File: src/rtl/icache_downstream_responder.sv
// Memory-side responder for the icache refill interface: queues line requests and
// returns them in order as BEATS-beat bursts. Optional macro: ICACHE_DS_RANDOM_BACKPRESSURE_EN.
module icache_downstream_responder #(
  parameter int unsigned ADDR_W  = 32,
  parameter int unsigned ID_W    = 4,
  parameter int unsigned DATA_W  = 256,
  parameter int unsigned BEATS   = 2,
  parameter int unsigned LATENCY = 8,
  parameter int unsigned QDEPTH  = 4
) (
  input  logic                       clk,
  input  logic                       rst,
  input  logic                       downstream_txreq_vld,
  output logic                       downstream_txreq_rdy,
  input  logic [ADDR_W-1:0]          downstream_txreq_pld,
  input  logic [ID_W-1:0]            downstream_txreq_entry_id,
  output logic                       downstream_rxdat_vld,
  input  logic                       downstream_rxdat_rdy,
  output logic [DATA_W-1:0]          downstream_rxdat_pld,
  output logic [ID_W-1:0]            downstream_rxdat_entry_id,
  output logic                       downstream_rxdat_last,
  output logic [$clog2(QDEPTH):0]    outstanding_cnt
);

  localparam int unsigned WORDS  = DATA_W / 32;
  localparam int unsigned LINE_B = BEATS * DATA_W / 8;
  localparam int unsigned PTR_W  = (QDEPTH > 1) ? $clog2(QDEPTH) : 1;
  localparam int unsigned CNT_W  = $clog2(QDEPTH) + 1;
  localparam int unsigned BEAT_W = (BEATS > 1) ? $clog2(BEATS) : 1;
  localparam logic [ADDR_W-1:0] LINE_MASK = ~ADDR_W'(LINE_B - 1);

  typedef enum logic {IDLE, SEND} state_t;

  state_t              state_q, state_d;
  logic [BEAT_W-1:0]   beat_q, beat_d;
  logic                vld_q, vld_d;
  logic [DATA_W-1:0]   pld_q, pld_d;
  logic [ID_W-1:0]     id_q, id_d;
  logic                last_q, last_d;
  logic                rdy_q, rdy_d;
  logic [CNT_W-1:0]    cnt_q, cnt_d;
  logic [PTR_W-1:0]    wr_ptr_q, wr_ptr_d;
  logic [PTR_W-1:0]    rd_ptr_q, rd_ptr_d;

  logic [ADDR_W-1:0]   q_addr [QDEPTH];
  logic [ID_W-1:0]     q_id   [QDEPTH];
  logic [7:0]          q_cd   [QDEPTH];

  logic accept_c;
  logic pop_c;
  logic head_ready_c;
  logic hold_c;
  logic rdy_gate_c;

`ifdef ICACHE_DS_RANDOM_BACKPRESSURE_EN
  // 16-bit Fibonacci LFSR, taps 16,14,13,11
  logic [15:0] lfsr_q;
  logic [15:0] lfsr_d;

  assign lfsr_d     = {lfsr_q[14:0], lfsr_q[15] ^ lfsr_q[13] ^ lfsr_q[12] ^ lfsr_q[10]};
  assign hold_c     = (lfsr_q[3:2] == 2'b00);
  // rdy is registered, so gate it with the value the LFSR will hold next cycle
  assign rdy_gate_c = (lfsr_d[1:0] != 2'b00);

  always_ff @(posedge clk) begin
    if (rst) lfsr_q <= 16'hACE1;
    else     lfsr_q <= lfsr_d;
  end
`else
  assign hold_c     = 1'b0;
  assign rdy_gate_c = 1'b1;
`endif

  // Build one beat: 32-bit word k of beat b is line + 4*(b*WORDS + k)
  function automatic logic [DATA_W-1:0] beat_data(input logic [ADDR_W-1:0] line,
                                                  input logic [BEAT_W-1:0] beat);
    logic [DATA_W-1:0] d;
    logic [31:0]       base;
    d    = '0;
    base = 32'(line);
    for (int k = 0; k < WORDS; k++) begin
      d[k*32 +: 32] = base + ((32'(beat) * 32'(WORDS) + 32'(k)) << 2);
    end
    return d;
  endfunction

  assign accept_c     = downstream_txreq_vld && rdy_q;
  assign head_ready_c = (cnt_q != '0) && (q_cd[rd_ptr_q] == 8'd0);

  // Next-state, response datapath and queue bookkeeping
  always_comb begin
    state_d  = state_q;
    beat_d   = beat_q;
    vld_d    = vld_q;
    pld_d    = pld_q;
    id_d     = id_q;
    last_d   = last_q;
    pop_c    = 1'b0;
    cnt_d    = cnt_q;
    wr_ptr_d = wr_ptr_q;
    rd_ptr_d = rd_ptr_q;
    rdy_d    = rdy_q;

    case (state_q)
      IDLE: begin
        if (head_ready_c && !hold_c) begin
          state_d = SEND;
          beat_d  = '0;
          vld_d   = 1'b1;
          pld_d   = beat_data(q_addr[rd_ptr_q], '0);
          id_d    = q_id[rd_ptr_q];
          last_d  = (BEATS == 1);
        end
      end
      SEND: begin
        if (downstream_rxdat_rdy) begin
          if (beat_q == BEAT_W'(BEATS - 1)) begin
            pop_c   = 1'b1;
            state_d = IDLE;
            vld_d   = 1'b0;
            last_d  = 1'b0;
          end else begin
            beat_d = beat_q + BEAT_W'(1);
            pld_d  = beat_data(q_addr[rd_ptr_q], beat_q + BEAT_W'(1));
            last_d = ((beat_q + BEAT_W'(1)) == BEAT_W'(BEATS - 1));
          end
        end
      end
      default: state_d = IDLE;
    endcase

    if (accept_c) wr_ptr_d = wr_ptr_q + PTR_W'(1);
    if (pop_c)    rd_ptr_d = rd_ptr_q + PTR_W'(1);

    case ({accept_c, pop_c})
      2'b10:   cnt_d = cnt_q + CNT_W'(1);
      2'b01:   cnt_d = cnt_q - CNT_W'(1);
      default: cnt_d = cnt_q;
    endcase

    // A slot freed by this cycle's pop becomes visible to the requester next cycle
    rdy_d = (cnt_d != CNT_W'(QDEPTH)) && rdy_gate_c;
  end

  always_ff @(posedge clk) begin
    if (rst) begin
      state_q  <= IDLE;
      beat_q   <= '0;
      vld_q    <= 1'b0;
      pld_q    <= '0;
      id_q     <= '0;
      last_q   <= 1'b0;
      rdy_q    <= 1'b1;
      cnt_q    <= '0;
      wr_ptr_q <= '0;
      rd_ptr_q <= '0;
    end else begin
      state_q  <= state_d;
      beat_q   <= beat_d;
      vld_q    <= vld_d;
      pld_q    <= pld_d;
      id_q     <= id_d;
      last_q   <= last_d;
      rdy_q    <= rdy_d;
      cnt_q    <= cnt_d;
      wr_ptr_q <= wr_ptr_d;
      rd_ptr_q <= rd_ptr_d;
    end
  end

  // Queue storage; every countdown decrements each cycle except the slot being loaded
  always_ff @(posedge clk) begin
    if (rst) begin
      for (int i = 0; i < QDEPTH; i++) begin
        q_addr[i] <= '0;
        q_id[i]   <= '0;
        q_cd[i]   <= '0;
      end
    end else begin
      for (int i = 0; i < QDEPTH; i++) begin
        if (accept_c && (PTR_W'(i) == wr_ptr_q)) begin
          q_addr[i] <= downstream_txreq_pld & LINE_MASK;
          q_id[i]   <= downstream_txreq_entry_id;
          q_cd[i]   <= 8'(LATENCY);
        end else if (q_cd[i] != 8'd0) begin
          q_cd[i]   <= q_cd[i] - 8'd1;
        end
      end
    end
  end

  assign downstream_txreq_rdy      = rdy_q;
  assign downstream_rxdat_vld      = vld_q;
  assign downstream_rxdat_pld      = pld_q;
  assign downstream_rxdat_entry_id = id_q;
  assign downstream_rxdat_last     = last_q;
  assign outstanding_cnt           = cnt_q;

endmodule
File: config.mk
export PLATFORM = sky130hd
export DESIGN_NAME = icache_downstream_responder
export DESIGN_NICKNAME = d
export VERILOG_FILES = /design/src/rtl/icache_downstream_responder.sv
export SDC_FILE = /design/constraint.sdc
export NUM_CORES = 1
export LEC_CHECK = 0
export BUFFER_PORTS_ARGS = -buffer_cell sky130_fd_sc_hd__buf_2
export CAP_MARGIN = 20
export CORE_MARGIN = 2
export CORE_UTILIZATION = 40
export CTS_CLUSTER_DIAMETER = 40
export DETAILED_ROUTE_END_ITERATION = 8
export PLACE_DENSITY = 0.74
export SYNTH_ARGS = -nofsm -noshare
export SYNTH_HDL_FRONTEND = slang
export SYNTH_SLANG_ARGS = --single-unit
File: constraint.sdc
create_clock -name clk -period 4.36 [get_ports clk]
set_input_delay 0.436 -clock clk [delete_from_list [all_inputs] [get_ports clk]]
set_output_delay 0.436 -clock clk [all_outputs]
set_load 0.005 [all_outputs]
==> results of run 1 <==
## area by class of cell
type	instances	share of cell area, %
multi-input cells	398	26.6
diodes	1	0.0224
inverters	48	1.61
flip-flops and latches	198	49.1
clock inverters	15	2.01
well taps	335	3.75
clock buffers	17	3.81
repair buffers	286	13.1
## worst max path at each step
stage / slack (ns) / depth (start not counted) / end
2_1_floorplan: 2.15 / 5 / downstream_rxdat_last
3_3_place_gp: 1.84 / 6 / q_addr[0][19]
3_5_place_dp: 1.81 / 6 / q_addr[1][22]
4_1_cts: 1.93 / 5 / downstream_rxdat_last
5_1_grt: 1.69 / 6 / q_cd[0][3]
6_report: 1.94 / 5 / downstream_rxdat_last
## cells by family after synthesis
logic type	count (synthesis)
adder cells (fa/ha/maj)	13
other	1
flip-flops	198
XOR/XNOR	24
AND/OR/NAND/NOR	234
AO/OA/AOI/OAI	66
multiplexers	33
buffers and inverters	318
## stage by stage
stage          setup WS [ns]  cell area, um2  total power [mW]  hold slack [ns]
6_report                1.94           11200              5.60            0.342
5_1_grt                 1.69           11200              5.93            0.326
3_3_place_gp            1.84           10500              3.93            0.459
2_1_floorplan           2.15           10500              3.75            0.466
4_1_cts                 1.93           11200              5.65            0.321
3_5_place_dp            1.81           10500              3.98            0.467
## registers in the layout, summed over array words and instances (netlist names), named ones only
signal                     count
state_q                        1
q_id                          16
wr_ptr_q                       2
downstream_rxdat_pld          28
downstream_rxdat_vld           1
beat_q                         1
downstream_rxdat_last          1
downstream_txreq_rdy           1
outstanding_cnt                3
downstream_rxdat_entry_id      4
rd_ptr_q                       2
q_addr                       104
q_cd                          32
## cells in the mapped netlist (16+ instances only)
library cell	n	area, um2
sky130_fd_sc_hd__buf_4	228	1710
sky130_fd_sc_hd__edfxtp_1	152	4560
sky130_fd_sc_hd__and3_1	121	757
sky130_fd_sc_hd__nor2_1	42	158
sky130_fd_sc_hd__nand2_1	23	86.3
sky130_fd_sc_hd__o2bb2ai_1	26	228
sky130_fd_sc_hd__mux4_2	32	721
sky130_fd_sc_hd__xnor2_1	16	140
sky130_fd_sc_hd__dfxtp_1	46	921
sky130_fd_sc_hd__inv_1	48	180
sky130_fd_sc_hd__a21oi_1	23	115
sky130_fd_sc_hd__clkbuf_1	31	116
## per-layer routing
metal	vias up	part of all wire [%]
li1	2995	-
met1	3014	42
met2	217	52
met3	20	5.6
met4	4	0.85
met5	-	0.11
## cell usage in the layout (no fill, tap or decap), types with 13 or more instances in the layout
master                      Yosys  final
sky130_fd_sc_hd__xnor2_1       16     16
sky130_fd_sc_hd__o2bb2ai_1     26     26
sky130_fd_sc_hd__inv_1         48     48
sky130_fd_sc_hd__conb_1         1     28
sky130_fd_sc_hd__buf_2          7    271
sky130_fd_sc_hd__buf_4        228     15
sky130_fd_sc_hd__nor3_1        13     13
sky130_fd_sc_hd__clkbuf_16      0     17
sky130_fd_sc_hd__and3_1       121    121
sky130_fd_sc_hd__a21oi_1       23     22
sky130_fd_sc_hd__mux4_2        32     32
sky130_fd_sc_hd__nor2_1        42     41
sky130_fd_sc_hd__dfxtp_1       46     45
sky130_fd_sc_hd__nand2_1       23     23
sky130_fd_sc_hd__edfxtp_1     152    152
## worst max-delay path, stage by stage (launching register included)
cell,delay (ns)
sky130_fd_sc_hd__edfxtp_1,0.46
sky130_fd_sc_hd__or4_4,0.58
sky130_fd_sc_hd__or3_1,0.40
sky130_fd_sc_hd__mux4_2,0.59
sky130_fd_sc_hd__nor2_1,0.19
sky130_fd_sc_hd__nor4_1,0.07
## power by group through the flow
stage	Clock [mW]	Combinational, mW	Sequential [mW]
6_report	1.66	1.38	2.56
5_1_grt	1.78	1.55	2.61
4_1_cts	1.70	1.39	2.56
3_5_place_dp	0	1.38	2.60
3_3_place_gp	0	1.34	2.59
2_1_floorplan	0	1.20	2.55
==> impl_summary.md, run 1 <==
Die
The initial utilization of the core area, before any placement, comes to between 40% and 50%. The die is between 150 and 200 um tall. For this design the top-level I/O count stands at approximately 310.

The die area is about 0.027 mm2. The floorplan has 59 rows. The standard cell core area is 0.0258 mm2. The die is ~170 um wide.

Synth
After synthesis, the largest family of logic cells by area is buffers and inverters. In the synthesized netlist the async set-or-reset flop fraction comes to 0%. Synthesis handed over a netlist of ~900 instances.

The dominant synthesized flop cell is sky130_fd_sc_hd__edfxtp_1. The share of cell area taken by muxes after synthesis is around 7%. In this run, synthesis inferred approximately 150 flip-flops with an integrated enable.

The complex-gate fraction of the synthesized area is under 10%. During synthesis, Yosys emitted a total of 0 warnings. The share of the yosys chip area belonging to registers is between 50% and 60%.

The synthesized netlist occupies a cell area of 0.0104 mm2. The average instance area after synthesis is about 12 um2. After synthesis the netlist holds a flip-flop and latch count of a little under 200. The simple-gate area share of the yosys netlist is 12.5%. Summing the areas of all fa, ha and maj instances in the mapped netlist gives 1.64% of the synthesized area. The share of the synthesized netlist area taken by xor and xnor gates is 2.02%. The count of different cell masters after synthesis is 33.

Min path
The number of cells on the worst hold path is 2. The worst hold path terminates at q_addr[3][5]. The path class of the lowest-slack min-delay path is in2reg. The hold path startpoint is downstream_txreq_pld[11].

Worst setup path
The endpoint identified for the worst register-to-register timing path is downstream_rxdat_last. Data arrives at the worst endpoint at 2.71 ns. STA classifies the critical path startpoint as a flip-flop. The kind of capture point of the worst setup path is a flip-flop. The register-to-register setup slack is approximately 1.9 ns.

The worst register-to-register path begins at q_cd[3][2]. In this run the worst path has a maximum fanout of 6. In this run the worst setup path begins at q_cd[3][2]. The type of the setup path with the least slack is reg2reg.

The required arrival time at the worst endpoint is about 4.7 ns. The depth of the worst register-to-register path is 5.

Power
The clock network accounts for 29.7% of the total power. Cell internal power was estimated by the tool at ~3.8 mW. The net switching power is around 1.8 mW. The static leakage is about 5.4 nW. Of the total power, combinational logic draws 24.6%. The switching portion of total power is 32.0%. The sequential group share of total power is 45.7%. The maximum vdd drop is 305 uV. The power density over the cells is 501 mW/mm2.

Global routing
The maximum number of pins on one net before global-route repair is between 50 and 60. The total congestion overflow is 0. The met2 track demand over resource in global routing is 27.6%.

The via count of the first global-routing pass is around 5800. The met1 global-route usage is about a fifth. The number of antenna violations at the first check in global routing was 3.

The met3 capacity usage during global routing is 3.80%. The first global-routing pass estimated roughly 32000 um of wire. The global routing stage identified its most utilized layer as met2. Global routing used between 10% and 20% of the available tracks across all layers.

Route
The detailed router finished its first iteration with 358 violations. The wire length after detailed routing is approximately 21000 um. The number of nets still failing antenna checks after routing is 0.

The via count normalized by instance count is approximately 4.8. The number of search-and-repair iterations in the first detailed-routing pass is 5. The routed via count is about 6300. The routed length per instance is between 15 and 20 um. After detailed routing, the number of remaining DRC violations is 0.

Place
The HPWL after detailed placement is between 10000 and 15000 um. The weighted congestion reported at the end of routability-driven placement is 0.748. The count of buffers inserted at the top-level ports is 271. The instance count after placement with tap cells included is ~1300.

Flow run
Max-cap violations in this run came to 0.

Clocking
TritonCTS built the clock tree. In this run, post-CTS hold repair placed 0 buffers. The clock reaches the later pin of the worst-skew pair after 0.43 ns. After clock tree synthesis, the clock-pin slew on the worst setup and hold paths is approximately 0.09 ns. TritonCTS created 17 clock buffers. No sink is reached through more buffers than the 2 on the longest clock path. The number of buffers inserted by post-CTS setup repair is 0.

The H-tree was split into 4 levels. The number of gates given a new drive strength after cts is 0. Counting every sink on the clock net gives roughly 200.

CTS placed an instance of sky130_fd_sc_hd__clkbuf_16 at the clock tree root.

Final layout
The multi-input combinational cells in the finished layout cover a total of ~0.003 mm2. The number of standard cells in the layout, taps in and fillers out is between 1000 and 1500. The total area of sequential cells is 0.00549 mm2. From synthesis to final layout, the design area changed by 7.53%.

The post-route core utilization is a little over two fifths. Counting the fill cells in the layout gives 2280. The final layout contains about 1000 nets. The layout cell share with drive strength beyond 1 is between 30 and 40%.

STA
For the final routed database, the setup TNS stands at 0 ns. The count of final max-slew check failures came to 0. The maximum operating frequency is 414 MHz. The clock period could shrink to ~2.4 ns. Setup repair after global routing left no endpoint under its margin. The count of final hold-check violations is 0. The final worst clock skew is ~0.017 ns. The slew at the pin closest to its max-slew limit is slightly below 1 ns. The final critical path takes up 55.4% of the cycle.

Measured against its own limit, the worst slew margin works out to about 34%. Setup violations remaining at the end of the flow were counted as 0.

Run status
The run finished with clean final reports.
(Power assumes the default switching activity.)
==> run 2, diff against run 1 <==
clock period = 2.5 ns   (was 4.36 ns; I/O delays follow)
==> impl_summary.md, run 2 (synthesis gave the netlist of run 1 again) <==
Power
The static leakage is 5.41 nW. Sequential cells burn a little under half of the power. Of the total power, the share spent switching nets is 31.8%. In this run, the combinational gates consume between 20 and 30% of the power. The internal power summed over all cells is approximately 6.6 mW. The net switching power is 3.10 mW. The clock group share of total power is between 20% and 30%.

IR analysis of the VDD net gives a maximum drop of between 500 and 600 uV. Total power for the finished layout comes to ~9.7 mW. The power density over the cells is 868 mW/mm2.

Global routing
The maximum number of pins on one net before global-route repair is approximately 130. The via count of the first global-routing pass is about 5700. The first global-routing pass estimated 31700 um of wire.

The number of antenna violations at the first check in global routing is 5. Global routing consumed, over all layers together, around 15% of the routing resources. The total congestion overflow is 0.

Place
The weighted congestion reported at the end of routability-driven placement is around 0.8. The HPWL after detailed placement is around 14000 um. The count of buffers inserted at the top-level ports is between 200 and 300. Before CTS, the worst setup slack after placement is 0.163 ns.

STA
Clock skew on the completed layout was measured at roughly 0.018 ns. The worst slew margin relative to its limit is 65.3%. Summed over all failing endpoints, the final setup total negative slack is 0 ns.

In the finished design, the share of the clock period the worst path needs comes to a little over nine tenths. The slew at the pin closest to its max-slew limit is 0.518 ns. The count of final max-slew check failures is 0.

The count of final hold-check violations is 0. The maximum operating frequency is approximately 420 MHz. Setup repair after global routing left no endpoint under its margin. The setup-violating endpoint count in the final report is 0.

The final critical-path required period is approximately 2.4 ns. The worst path setup slack after routing is 0.130 ns.

Worst setup path
Of all nets on the critical path, the largest fanout is 6. The worst setup path is captured at a flip-flop. The required arrival time at the worst endpoint is about 2.8 ns. The register-to-register setup slack is around 0.13 ns. The worst register-to-register path begins at q_cd[3][3]. The worst reg2reg path endpoint is downstream_rxdat_entry_id[1]. The data arrival time of the critical path is between 2 and 3 ns.

The type of the setup path with the least slack is reg2reg. The category of the worst setup path launch point is a flip-flop. The depth of the worst register-to-register path is 5.

Route
After detailed routing, the average wire length per cell comes to 16.5 um. The detail route stage leaves a number of antenna-violating nets equal to 0. The first detailed-routing pass ran for 5 iterations. For this run, design rule violations remaining after detail routing come to 0. For this block, the via count after detailed routing is roughly 6300. The starting DRC count in detailed routing is about 420. In the routed layout, each cell is associated on average with a via count of about 4.8. For this block, the routed nets add up to around 22000 um of wire.

Die
Pin placement for this block handled between 300 and 400 I/O pins. The standard cell core area is around 0.026 mm2. The die is roughly 170 um wide. Once the floorplan was initialized, standard cells occupied 40.3% of the core. From bottom edge to top edge, the die measures 165 um. The die area is 0.0273 mm2. In this run the core area contains 59 standard-cell rows.

Clocking
After clock tree synthesis, the setup repair step added 0 buffers. The number of gates given a new drive strength after cts is 0. The maximum number of buffers from clock root to sink is 2. In this run the number of H-tree levels came out at 4.

The CTS root buffer is sky130_fd_sc_hd__clkbuf_16. The number of sinks handled by clock tree synthesis is 198. In this run, CTS created clock tree buffers numbering 17. TritonCTS built the clock tree. The post-cts hold buffer count is 0. The latest clock arrival within the worst-skew pair is between 0.4 and 0.5 ns. Clock-pin slew was measured on the worst setup and hold paths at 0.08 ns.

Final layout
The most common cell after layout, fill and taps aside is sky130_fd_sc_hd__buf_2. The register with the most flip-flops in the layout has between 100 and 150 of them. The layout cell share with drive strength beyond 1 is roughly 38%. The register containing the most flip-flops in the final layout is q_addr. Leaving out fill and tap cells, the most frequent cells in the layout are sky130_fd_sc_hd__buf_2, sky130_fd_sc_hd__edfxtp_1, sky130_fd_sc_hd__and3_1.

After filler insertion, the fill cell instance count of the layout stands at roughly 2300. The area growth from synthesis to layout is 7.86%. After the last flow step, the layout net total stands at 1006.

Min path
Along the worst hold path, the cell count comes to 2. The worst-case hold path end point is wr_ptr_q[1]. The hold path startpoint is rst. The path class of the lowest-slack min-delay path is in2reg.

Flow run
Max-cap violations in this run came to 0.

Run status
The run finished with clean final reports.
## run 2: cell types whose count changed in the layout (fill, tap and decap cells not counted)
| cell | change |
|---|---|
| sky130_fd_sc_hd__inv_4 | +1 |
| sky130_fd_sc_hd__buf_4 | +2 |
| sky130_fd_sc_hd__diode_2 | +3 |
| sky130_fd_sc_hd__inv_12 | -1 |
| sky130_fd_sc_hd__buf_12 | +2 |
| sky130_fd_sc_hd__inv_8 | +2 |
| sky130_fd_sc_hd__clkinv_4 | +1 |
| sky130_fd_sc_hd__inv_6 | -1 |
| sky130_fd_sc_hd__clkinv_8 | -3 |
| sky130_fd_sc_hd__clkinvlp_4 | +1 |
## run 2: worst max path at each step
stage	cells after the start	slack, ns	end	start
floorplan	5	0.29	downstream_rxdat_last	q_cd[3][2]
global placement	5	0.20	downstream_rxdat_last	q_cd[3][3]
detailed placement	5	0.16	downstream_rxdat_entry_id[1]	q_cd[1][3]
CTS	5	0.15	downstream_rxdat_entry_id[1]	q_cd[2][3]
global route	5	0.06	downstream_rxdat_entry_id[1]	q_cd[2][3]
finish	5	0.13	downstream_rxdat_entry_id[1]	q_cd[3][3]
## run 2: worst max-delay path, stage by stage (launching register included)
cell                       delay (ns)
sky130_fd_sc_hd__edfxtp_1        0.45
sky130_fd_sc_hd__or4_4           0.56
sky130_fd_sc_hd__or3_1           0.40
sky130_fd_sc_hd__mux4_2          0.58
sky130_fd_sc_hd__o21ai_1         0.18
sky130_fd_sc_hd__a21oi_1         0.09
## run 2: cell type report
class                   count  area (um2)  share of cell area [%]
diodes                      4        10.0                  0.0893
repair buffers            290        1520                    13.6
flip-flops and latches    198        5490                    48.9
clock buffers              17         425                    3.79
well taps                 335         419                    3.74
inverters                  48         180                    1.61
multi-input cells         398        2970                    26.5
clock inverters            15         196                    1.75
## run 2: power by group through the flow
stage          clock (mW)  sequential, mW  combinational, mW
2_1_floorplan           0            4.45               2.09
3_3_place_gp            0            4.49               2.40
3_5_place_dp            0            4.53               2.45
4_1_cts              2.89            4.46               2.47
5_1_grt              3.03            4.53               2.76
6_report             2.84            4.45               2.45
## run 2: layer usage
layer / wire, um / vias to the layer above / GRT usage [%]
met3: 1280 / 16 / 3.22
li1: - / 3016 / -
met4: 209 / 2 / 5.38
met5: 16 / - / 0
met1: 8770 / 3024 / 18.8
met2: 11200 / 234 / 27.4
## run 2: through the flow
stage	utilization, %	instances	hold WS, ns	instance area, um2
global route	43.5	1304	0.0956	11200
detailed placement	41.1	1269	0.486	10600
finish	43.5	1305	0.0972	11200
global placement	41.1	1269	0.463	10600
CTS	43.5	1301	0.0827	11200
floorplan	-	914	0.440	10500
==> run 3, diff against run 2 <==
PLACE_DENSITY = 0.77   (was 0.74)
clock period = 2 ns   (was 2.5 ns; I/O delays follow)
==> impl_summary.md, run 3 (synthesis gave the netlist of run 1 again) <==
Clocking
At the later pin of the worst-skew pair, clock insertion delay measures roughly 0.43 ns. The number of sinks handled by clock tree synthesis is between 150 and 200. The TritonCTS clock tree is done. In this run, CTS created clock tree buffers numbering 17. The CTS root buffer is sky130_fd_sc_hd__clkbuf_16. In this run the deepest clock path goes through 2 buffers. The clock-pin slew on the worst setup and hold paths is ~0.080 ns. The H-tree depth is 4.

Die
The die area is about 0.027 mm2. The die span in y is ~170 um. From left edge to right edge, the die measures around 170 um. Row generation in the floorplan step produced 59 rows.

The number of top-level pins is just over 300. The region available for standard cell placement spans 0.0258 mm2. The starting density of the core is around 40%.

STA
Setup repair after global routing could not meet its margin everywhere. Between clock sinks in the finished design, the worst skew comes to around 0.014 ns. The maximum operating frequency is between 400 and 500 MHz. At the pin with the least slew margin, the transition time is 0.547 ns. The count of final hold-check violations is 0.

The count of final max-slew check failures is 0. The final critical-path share of the clock period is 113%. Hold is met by 0.0570 ns. Subtracting the final worst setup slack from the clock period gives about 2.3 ns. Once routing completed, OpenROAD measured the worst setup slack at -0.260 ns. Setup violations remaining at the end of the flow were counted as 36.

The worst slew margin relative to its limit is 63.4%.

Global routing
Global routing used about 16% of the available tracks. The via count of the first global-routing pass came to just under 6000. The maximum number of pins on one net before global-route repair is between 80 and 90. The number of antenna violations at the first check in global routing is 5. The first-pass GRT wire length is 32400 um.

After global routing the overflow that remains totals 0.

Final layout
The flip-flop count of the largest register after layout is ~100. Leaving out fill and tap cells, the most frequent cells in the layout are sky130_fd_sc_hd__buf_2, sky130_fd_sc_hd__edfxtp_1, sky130_fd_sc_hd__and3_1. The layout cell share with drive strength beyond 1 is between 40 and 50%. From synthesis to final layout, the design area changed by 13.4%. The number of filler instances in the final layout is around 2300.

The combined area of the multi-input logic cells is 0.00308 mm2. The sequential cells in the finished layout cover a total of 0.00549 mm2. The net count of the finished layout is between 1000 and 1500. The most common cell after layout, fill and taps aside is sky130_fd_sc_hd__buf_2. The register with the most flip-flops in the final layout is q_addr.

Worst setup path
The critical path depth is 5. Data on the critical path is required at its endpoint by ~2.3 ns. In this run the worst path has a maximum fanout of 6.

The count of buffering cells on the critical path with inverters included is 0. The type of the setup path with the least slack is reg2reg. Walking the worst path, the cells encountered are or4_4 -> or3_4 -> mux4_2 -> o21ai_1 -> a21oi_1. The kind of capture point of the worst setup path is a flip-flop. The depth of the worst register-to-register path is 5. The cell type of the slowest stage on the worst timing path is sky130_fd_sc_hd__mux4_2.

For the worst setup path, the data arrival time is around 2.6 ns. The maximum cell stage delay along the critical path is about 0.59 ns. The kind of cell with the highest combined delay along the critical path is simple AND/OR/NAND/NOR gates. The category of the worst setup path launch point is a flip-flop.

Place
The weighted congestion reported at the end of routability-driven placement is between 0.7 and 0.8. Port buffering added 271 buffers. The HPWL after detailed placement is roughly 14000 um.

Power
In this run switching power makes up roughly 32% of total power. Per report_power, the combinational group accounts for 31.2% of the total. The static leakage is approximately 5.7 nW. The internal power summed over all cells is 8.87 mW. Dividing total power by cell area gives a power density of about 1100 mW/mm2.

The clock network is responsible for roughly a quarter of the overall power. The sequential group share of total power is 42.1%. The maximum vdd drop is 679 uV.

The sum of internal, switching and leakage power is 13.1 mW. The analysis attributes to net switching a power of around 4.2 mW.

Route
For this run, the detailed router's first-pass iteration total came to 6. Once detail routing completed, the nets flagged for antenna violations numbered 0. The routed length per instance is 16.2 um.

The via count normalized by instance count is about 4.8. The starting DRC count in detailed routing is about 270. The routed via count is 6456. The final layout contains routed wiring with a total length of 22000 um. The number of design rule violations left after detail routing is 0.

Min path
The worst hold path was traced through 2 stages. The worst hold path belongs to the class in2reg.

Flow run
The number of max-cap violations is 0.

Run status
The flow ran to the end, but the final reports show violations. The final reports fail on setup timing.
-- run 3: worst paths after layout --
path                                     start                           end  slack [ns]
setup reg to reg                    q_cd[2][4]     downstream_rxdat_pld[229]       -0.26
hold / removal                             rst                   wr_ptr_q[0]        0.06
setup / recovery                    q_cd[2][4]     downstream_rxdat_pld[229]       -0.26
hold reg to reg   downstream_rxdat_entry_id[2]  downstream_rxdat_entry_id[2]        0.47
-- run 3: routing by layer --
metal	up-vias	GRT usage [%]	wire length, um
li1	3112	-	-
met4	6	4.74	371
met1	3078	18.7	8600
met5	-	0	40
met3	28	3.47	1550
met2	232	27.8	11500
-- run 3: worst register-to-register path, cell delays in order (launching register included) --
cell and delay [ns]:
sky130_fd_sc_hd__edfxtp_1 0.41, sky130_fd_sc_hd__or4_4 0.56, sky130_fd_sc_hd__or3_4 0.34, sky130_fd_sc_hd__mux4_2 0.59
sky130_fd_sc_hd__o21ai_1 0.17, sky130_fd_sc_hd__a21oi_1 0.08
-- run 3: power groups by stage --
stage	combinational [mW]	clock, mW	sequential [mW]
floorplan	2.62	0	5.57
global placement	3.63	0	5.53
detailed placement	3.72	0	5.57
CTS	3.81	3.53	5.49
global route	4.53	3.70	5.59
finish	4.08	3.48	5.49
-- run 3: repair_timing --
action                     4_1_cts  5_1_grt
hold buffers                     0        0
pin swaps                        5        7
cloned                           0        2
setup buffers                    1        4
setup endpoints to repair       46       84
hold endpoints to repair         0        0
resized for setup                7       15
-- run 3: through the flow --
| step | setup slack, ns | instance area (um2) | util, % | TNS, ns | std cells |
|---|---|---|---|---|---|
| 3_3_place_gp | -0.164 | 11000 | 42.6 | -3.90 | 1314 |
| 3_5_place_dp | -0.195 | 11000 | 42.6 | -5.93 | 1314 |
| 4_1_cts | -0.239 | 11600 | 45.2 | -5.84 | 1347 |
| 2_1_floorplan | -0.136 | 10500 | - | -0.889 | 914 |
| 5_1_grt | -0.312 | 11800 | 45.7 | -9.49 | 1355 |
| 6_report | -0.260 | 11800 | 45.7 | -6.64 | 1355 |
-- run 3: area by class of cell --
cell class	instances	area share [%]
antenna	2	0.0425
inverter	48	1.53
timing repair buffer	342	16.9
sequential	198	46.6
tap	335	3.56
multi-input combinational	398	26.2
clock buffer	18	3.82
clock inverter	14	1.44
